`config.mk`:
```
export PLATFORM = sky130hd
export DESIGN_NAME = vreg_write_collector_flat
export DESIGN_NICKNAME = d
export VERILOG_FILES = /design/src/rtl/vreg_write_collector_if.sv /design/src/rtl/vreg_write_collector.sv /design/src/flat_wrapper.sv
export SDC_FILE = /design/constraint.sdc
export NUM_CORES = 1
export LEC_CHECK = 0
export CAP_MARGIN = 20
export CORE_AREA = 2 2 216 218
export DETAILED_ROUTE_END_ITERATION = 12
export DIE_AREA = 0 0 218 220
export DONT_BUFFER_PORTS = 1
export GPL_ROUTABILITY_DRIVEN = 1
export SYNTH_ARGS = -nofsm -noshare
export SYNTH_HDL_FRONTEND = slang
export SYNTH_SLANG_ARGS = --single-unit
```
`constraint.sdc`:
```
create_clock -name clk -period 1.5 [get_ports clk]
set_input_delay 0.15 -clock clk [delete_from_list [all_inputs] [get_ports clk]]
set_output_delay 0.15 -clock clk [all_outputs]
set_load 0.01 [all_outputs]
```
`src/rtl/vreg_write_collector_if.sv`:
```
// ============================================================================
// Module   : vreg_write_collector_if
// Purpose  : Bundles the batch-input handshake, the held write bus and the
//            bank-grant return path of the vreg write collector.
// Modports : slave  - collector side (inputs: in_*, bank_grant)
//            master - producer + bank-arbiter side
// Revision : 1.0  initial release
// ============================================================================
`default_nettype none

interface vreg_write_collector_if #(
    parameter int PORT_NUM   = 2,
    parameter int ADDR_WIDTH = 6,
    parameter int DATA_WIDTH = 128,
    parameter int BANK_NUM   = 4
);
    logic [PORT_NUM-1:0]            in_valid;
    logic [PORT_NUM*ADDR_WIDTH-1:0] in_addr;
    logic [PORT_NUM*DATA_WIDTH-1:0] in_data;
    logic                           in_ready;
    logic [PORT_NUM*ADDR_WIDTH-1:0] vreg_addr;
    logic [PORT_NUM*DATA_WIDTH-1:0] vreg_data;
    logic [PORT_NUM-1:0]            vreg_write_select;
    logic [BANK_NUM*PORT_NUM-1:0]   bank_grant;
    logic                           batch_done;
    logic                           err;
    logic                           timeout;

    modport slave (
        input  in_valid, in_addr, in_data, bank_grant,
        output in_ready, vreg_addr, vreg_data, vreg_write_select,
               batch_done, err, timeout
    );

    modport master (
        output in_valid, in_addr, in_data, bank_grant,
        input  in_ready, vreg_addr, vreg_data, vreg_write_select,
               batch_done, err, timeout
    );
endinterface

`default_nettype wire

```
`src/rtl/vreg_write_collector.sv`:
```
// ============================================================================
// Module   : vreg_write_collector
// Purpose  : Captures one batch of up to PORT_NUM vreg write requests, holds
//            address/data stable for the bank arbiters and folds returned
//            bank grants into a per-port done mask until the batch retires.
// Ports    : clk, rst (sync, active-high)
//            bus (slave modport): in_valid/in_addr/in_data/in_ready batch
//            handshake; vreg_addr/vreg_data/vreg_write_select to arbiters;
//            bank_grant from arbiters; batch_done, err, timeout status.
// Config   : VREG_WRITE_TIMEOUT_EN - enables the drain watchdog
//            (TIMEOUT_CYCLES drain cycles); otherwise timeout is tied 0.
// Revision : 1.0  initial release
// ============================================================================
`default_nettype none

module vreg_write_collector #(
    parameter int PORT_NUM       = 2,
    parameter int ADDR_WIDTH     = 6,
    parameter int DATA_WIDTH     = 128,
    parameter int BANK_NUM       = 4,
    parameter int TIMEOUT_CYCLES = 64
) (
    input  wire                     clk,
    input  wire                     rst,
    vreg_write_collector_if.slave   bus
);

    typedef enum logic [0:0] {
        IDLE  = 1'b0,
        DRAIN = 1'b1
    } state_t;

    state_t                         r_state;
    state_t                         w_state_next;
    logic [PORT_NUM-1:0]            r_mask;
    logic [PORT_NUM-1:0]            w_mask_next;
    logic [PORT_NUM-1:0]            w_cap_mask;
    logic [PORT_NUM-1:0]            w_drain_mask;
    logic [PORT_NUM-1:0]            w_grant;
    logic [PORT_NUM-1:0]            w_grant_dbl;
    logic [PORT_NUM*ADDR_WIDTH-1:0] r_addr;
    logic [PORT_NUM*DATA_WIDTH-1:0] r_data;
    logic                           r_err;
    logic                           w_err_set;
    logic                           w_capture;
    logic                           w_done;
    logic                           w_all_done;
    logic                           w_tmo_hit;

    // OR the per-bank grant vectors; any port already seen from an earlier
    // bank in the same cycle flags a double grant.
    always_comb begin
        w_grant     = '0;
        w_grant_dbl = '0;
        for (int b = 0; b < BANK_NUM; b++) begin
            w_grant_dbl = w_grant_dbl | (w_grant & bus.bank_grant[b*PORT_NUM +: PORT_NUM]);
            w_grant     = w_grant | bus.bank_grant[b*PORT_NUM +: PORT_NUM];
        end
    end

    // Capture mask: idle ports start done. When two valid ports target the
    // same vreg, the lower-index write is dropped so the higher one wins.
    always_comb begin
        w_cap_mask = ~bus.in_valid;
        for (int i = 0; i < PORT_NUM; i++) begin
            for (int j = i + 1; j < PORT_NUM; j++) begin
                if (bus.in_valid[i] && bus.in_valid[j] &&
                    (bus.in_addr[i*ADDR_WIDTH +: ADDR_WIDTH] ==
                     bus.in_addr[j*ADDR_WIDTH +: ADDR_WIDTH])) begin
                    w_cap_mask[i] = 1'b1;
                end
            end
        end
    end

    assign w_drain_mask = r_mask | w_grant;
    assign w_all_done   = &w_drain_mask;

    always_comb begin
        w_state_next = r_state;
        w_mask_next  = r_mask;
        w_capture    = 1'b0;
        w_done       = 1'b0;
        w_err_set    = 1'b0;
        case (r_state)
            IDLE: begin
                // Arbiters must stay silent while nothing is requested.
                if (|w_grant) begin
                    w_err_set = 1'b1;
                end
                if (|bus.in_valid) begin
                    w_capture    = 1'b1;
                    w_mask_next  = w_cap_mask;
                    w_state_next = DRAIN;
                end
            end
            DRAIN: begin
                // Grants to already-done ports leave the mask unchanged since
                // OR-ing a 1 into a 1 is a no-op; they only raise err.
                if ((|(w_grant & r_mask)) || (|w_grant_dbl)) begin
                    w_err_set = 1'b1;
                end
                w_mask_next = w_drain_mask;
                if (w_all_done || w_tmo_hit) begin
                    w_done       = 1'b1;
                    w_mask_next  = '1;
                    w_state_next = IDLE;
                end
            end
            default: begin
                w_state_next = IDLE;
                w_mask_next  = '1;
            end
        endcase
    end

    always_ff @(posedge clk) begin
        if (rst) begin
            r_state <= IDLE;
            r_mask  <= '1;
            r_addr  <= '0;
            r_data  <= '0;
            r_err   <= 1'b0;
        end else begin
            r_state <= w_state_next;
            r_mask  <= w_mask_next;
            if (w_capture) begin
                r_addr <= bus.in_addr;
                r_data <= bus.in_data;
            end
            if (w_err_set) begin
                r_err <= 1'b1;
            end
        end
    end

`ifdef VREG_WRITE_TIMEOUT_EN
    localparam int c_cnt_w = $clog2(TIMEOUT_CYCLES + 1);

    logic [c_cnt_w-1:0] r_tmo_cnt;
    logic               r_timeout;

    // r_tmo_cnt holds the number of completed drain cycles, so the hit fires
    // during the TIMEOUT_CYCLES-th drain cycle.
    assign w_tmo_hit = (r_state == DRAIN) &&
                       (r_tmo_cnt == c_cnt_w'(TIMEOUT_CYCLES - 1));

    always_ff @(posedge clk) begin
        if (rst) begin
            r_tmo_cnt <= '0;
            r_timeout <= 1'b0;
        end else begin
            if (w_capture) begin
                r_tmo_cnt <= '0;
            end else if (r_state == DRAIN) begin
                r_tmo_cnt <= r_tmo_cnt + 1'b1;
            end
            if (w_tmo_hit && !w_all_done) begin
                r_timeout <= 1'b1;
            end
        end
    end

    assign bus.timeout = r_timeout;
`else
    localparam int c_unused_timeout = TIMEOUT_CYCLES;

    assign w_tmo_hit   = 1'b0;
    assign bus.timeout = 1'b0;
`endif

    assign bus.in_ready          = (r_state == IDLE) && !rst;
    assign bus.batch_done        = w_done && !rst;
    assign bus.vreg_addr         = r_addr;
    assign bus.vreg_data         = r_data;
    assign bus.vreg_write_select = r_mask;
    assign bus.err               = r_err;

endmodule

`default_nettype wire

```
`src/flat_wrapper.sv`:
```
// flat-port wrapper written by rule: the top's interface ports become plain ports
module vreg_write_collector_flat 
#(
    parameter int PORT_NUM       = 2,
    parameter int ADDR_WIDTH     = 6,
    parameter int DATA_WIDTH     = 128,
    parameter int BANK_NUM       = 4,
    parameter int TIMEOUT_CYCLES = 64
)
  (clk, rst, bus_in_valid, bus_in_addr, bus_in_data, bus_bank_grant, bus_in_ready, bus_vreg_addr, bus_vreg_data, bus_vreg_write_select, bus_batch_done, bus_err, bus_timeout);
  vreg_write_collector_if #(.PORT_NUM(PORT_NUM), .ADDR_WIDTH(ADDR_WIDTH), .DATA_WIDTH(DATA_WIDTH), .BANK_NUM(BANK_NUM)) bus_i ();
  input  wire clk;
  input  wire rst;
  input wire logic [$bits(bus_i.in_valid)-1:0] bus_in_valid;
  input wire logic [$bits(bus_i.in_addr)-1:0] bus_in_addr;
  input wire logic [$bits(bus_i.in_data)-1:0] bus_in_data;
  input wire logic [$bits(bus_i.bank_grant)-1:0] bus_bank_grant;
  output wire logic [$bits(bus_i.in_ready)-1:0] bus_in_ready;
  output wire logic [$bits(bus_i.vreg_addr)-1:0] bus_vreg_addr;
  output wire logic [$bits(bus_i.vreg_data)-1:0] bus_vreg_data;
  output wire logic [$bits(bus_i.vreg_write_select)-1:0] bus_vreg_write_select;
  output wire logic [$bits(bus_i.batch_done)-1:0] bus_batch_done;
  output wire logic [$bits(bus_i.err)-1:0] bus_err;
  output wire logic [$bits(bus_i.timeout)-1:0] bus_timeout;
  assign bus_i.in_valid = bus_in_valid;
  assign bus_i.in_addr = bus_in_addr;
  assign bus_i.in_data = bus_in_data;
  assign bus_i.bank_grant = bus_bank_grant;
  assign bus_in_ready = bus_i.in_ready;
  assign bus_vreg_addr = bus_i.vreg_addr;
  assign bus_vreg_data = bus_i.vreg_data;
  assign bus_vreg_write_select = bus_i.vreg_write_select;
  assign bus_batch_done = bus_i.batch_done;
  assign bus_err = bus_i.err;
  assign bus_timeout = bus_i.timeout;
  vreg_write_collector #(.PORT_NUM(PORT_NUM), .ADDR_WIDTH(ADDR_WIDTH), .DATA_WIDTH(DATA_WIDTH), .BANK_NUM(BANK_NUM), .TIMEOUT_CYCLES(TIMEOUT_CYCLES)) u_core (.clk(clk), .rst(rst), .bus(bus_i));
endmodule
```
==> metrics.csv <==
stage,metric,value,unit
outcome,outcome,finished with violations,
outcome,violations,negative hold slack,
layout,nNetsFinal,1643,
synthesis,synth_warnings,0,
synthesis,syn_nets,1486,
setup_path,critical_path.top_delay_family,flip-flops,
drt,drt_iter0_markers,543,
run,drv_cap,0,
clocking,h-tree-depth,1,
power_and_ir_drop,p_leak,5.01,nW
drt,ant_nets,0,
global_routing,grt_use_total,0.112,
synthesis,synth_area_per_cell,7.86,um^2
setup_path,cp.required,1.35,ns
timing,slew_headroom,0.594,
clocking,cts_tree,built,
drt,dr.pass1.iters,5,
placement,port_buffers,0,
global_routing,antenna_found_initial,2,
layout,area_growth,37.5,%
synthesis,synthCells,1206,
layout,stdcell_count,1992,
synthesis,async_flop_share,0,
power_and_ir_drop,p_per_area,1300,nW/um^2
drt,routed_wl,32.8,mm
setup_path,r2r_cells,4,
floorplanning,dieArea,48000,um^2
timing,rsz0062_at_grt,true,
setup_path,endpoint_kind,output pin,
clocking,numCtsBuffers,28,
layout,fin_area,13000,um^2
drt,drt-vias-per-instance,4.44,
power_and_ir_drop,swShare,0.269,
timing,tightest_slew,0.609,ns
clocking,cts_root_buffer,clkbuf_16,
timing,max_freq,683,MHz
placement,hpwl,20.6,mm
synthesis,synth-edff-count,0,
floorplanning,rows,79,
synthesis,seq_area_frac_synth,0.574,
setup_path,crit_slowest_cell,dfxtp_4,
power_and_ir_drop,switchingPower,4.56,mW
setup_path,critPathArrivalTime,1.31,ns
drt,detail_route.drc_violations,0,
floorplanning,core-area,45900,um^2
power_and_ir_drop,p_int,12.4,mW
clocking,cts.sink_count,272,
timing,slew_viol_final,0,
power_and_ir_drop,combPwrFrac,0.119,
setup_path,worstPathCellList,"buf_6, o221ai_4, nor2_2",
layout,fin_util,0.284,
timing,layout_setup_ws,0.0364,ns
synthesis,synth_seq_cells,272,
placement,post-place-ws,-0.0416,ns
global_routing,grt_max_degree,275,
timing,min_period_over_period,0.976,
setup_path,crit_buf_inv,1,
timing,setup_viol,0,
clocking,path_clk_slew,0.06,ns
drt,routed-via-count,8836,
placement,post_dp_cell_area,10200,um^2
global_routing,grt_overflow,0,
global_routing,grt_pass1_wl,43.1,mm
global_routing,grt_pass1_vias,8072,
setup_path,crit_fanout,5,
placement,place_inst,1756,
worst_hold_path,min_path_cells,1,
floorplanning,die_h,220,um
clocking,cts_max_path_buffers,3,
timing,hold_viol,204,
floorplanning,start_util,0.207,
setup_path,critPathKind,register to output pin,
floorplanning,fp.dieW,218,um
clocking,clock_latency,0.54,ns
timing,fin_crit,1.46,ns
layout,final_layout_size_suffix_gt1_frac,0.0680,
power_and_ir_drop,p_clk_frac,0.383,
worst_hold_path,hold_path_class,input pin to register,
synthesis,synth_area,9480,um^2
timing,holdWs,-0.306,ns
power_and_ir_drop,irDropWorstVdd,0.817,mV
synthesis,synth_ff_type,dfxtp_1,
drt,wire_per_inst,16.5,um
setup_path,cp-start-kind,register,
synthesis,yosysUniqueCellTypes,29,
placement,gp_congestion,0.821,
setup_path,cpPeakStageDelay,0.38,ns
power_and_ir_drop,pwr-share-seq,0.498,
setup_path,worst-path-stages,3,
timing,fin_skew,0.00680,ns
floorplanning,io_pins,554,
## power by group through the flow
stage / clock network [mW] / logic (mW) / registers [mW]
6_report: 6.51 / 2.02 / 8.46
5_1_grt: 6.94 / 2.21 / 8.51
4_1_cts: 6.65 / 1.77 / 8.45
3_5_place_dp: 0 / 1.44 / 8.60
3_3_place_gp: 0 / 1.38 / 8.60
2_1_floorplan: 0 / 1.14 / 8.43
## cell usage after synthesis (all sizes together) (2+ instances only)
master    n  area (um^2)
a21oi   269         1350
dfxtp   272         5450
nand2   536         2010
nand2b    2         12.5
nor3      2         10.0
inv       2         7.51
o22ai     2         12.5
xor2      2         17.5
maj3      2         20.0
clkbuf   38          143
buf      52          265
or4       2         18.8
xnor2     4         35.0
nor2      9         36.3
## through the flow
step	power (mW)	TNS, ns
final	17.0	0
after global routing	17.7	-0.0213
after CTS	16.9	-0.149
after detailed placement	10.0	-0.694
after global placement	9.97	0
after floorplan	9.57	0
## flip-flops by register name, summed over array words and instances, names as in the netlist
name                          flops
u_core.bus.err                    1
u_core.bus.vreg_addr             12
u_core.bus.vreg_data            256
u_core.bus.vreg_write_select      2
u_core.r_state                    1
## final timing paths
check,from,endpoint,slack (ns)
setup reg to reg,u_core.bus.vreg_write_select[0],u_core.r_state,0.04
hold reg to reg,u_core.bus.vreg_data[193],u_core.bus.vreg_data[193],0.50
hold / removal,rst,u_core.bus.vreg_data[218],-0.31
setup / recovery,u_core.r_state,bus_batch_done,0.04
## timing repair
item | 4_1_cts | 5_1_grt
cloned | 0 | 6
gates resized for setup | 8 | 3
pin swaps | 1 | 2
hold buffers | 149 | 23
hold endpoints to repair | 272 | 271
endpoints found under the setup margin | 123 | 161
setup buffers | 1 | 5
## final cells by class
class                   instances  area, um^2
flip-flops and latches        272        5450
multi-input cells             842        3650
repair buffers                217        2310
well taps                     607         759
fillers                      4798       32800
diodes                          2        5.00
clock inverters                 6        36.3
clock buffers                  44         812
inverters                       2        7.51
## layout by cell type (no fill, tap or decap), drive strengths merged
cell and instances:
nor2 9, and2b 1, nand4 1, nand2 536
o21bai 1, a211o 1, clkbuf 50, mux2 1
o221ai 1, clkinv 5, a21oi 269, or4 2
xor2 2, dfxtp 272, nor4 1, nor3 2
a31oi 1, a211oi 1, o21ai 1, o22ai 2
conb 1, inv 2, a221oi 1, diode 2
dlygate4sd3 172, nand2b 2, maj3 2, clkinvlp 1
xnor2 4, buf 39
## logic make-up after synthesis
logic type	share of synthesized area
xor gates and xnor gates	0.00554
and+or+nand+nor	0.223
adders and majority gates	0.00211
DFF	0.574
other	0.000396
buffers and inverters	0.0438
muxes	0.00119
AOI/OAI and AO/OA	0.150
## per-layer routing
| metal | vias up | track usage | wire (um) |
|---|---|---|---|
| li1 | 4181 | - | - |
| met1 | 4119 | 0.122 | 12500 |
| met2 | 472 | 0.197 | 16000 |
| met3 | 64 | 0.0373 | 3310 |
| met4 | 0 | 0.0483 | 1050 |
| met5 | - | 0 | 0 |
(Power assumes the default switching activity.)
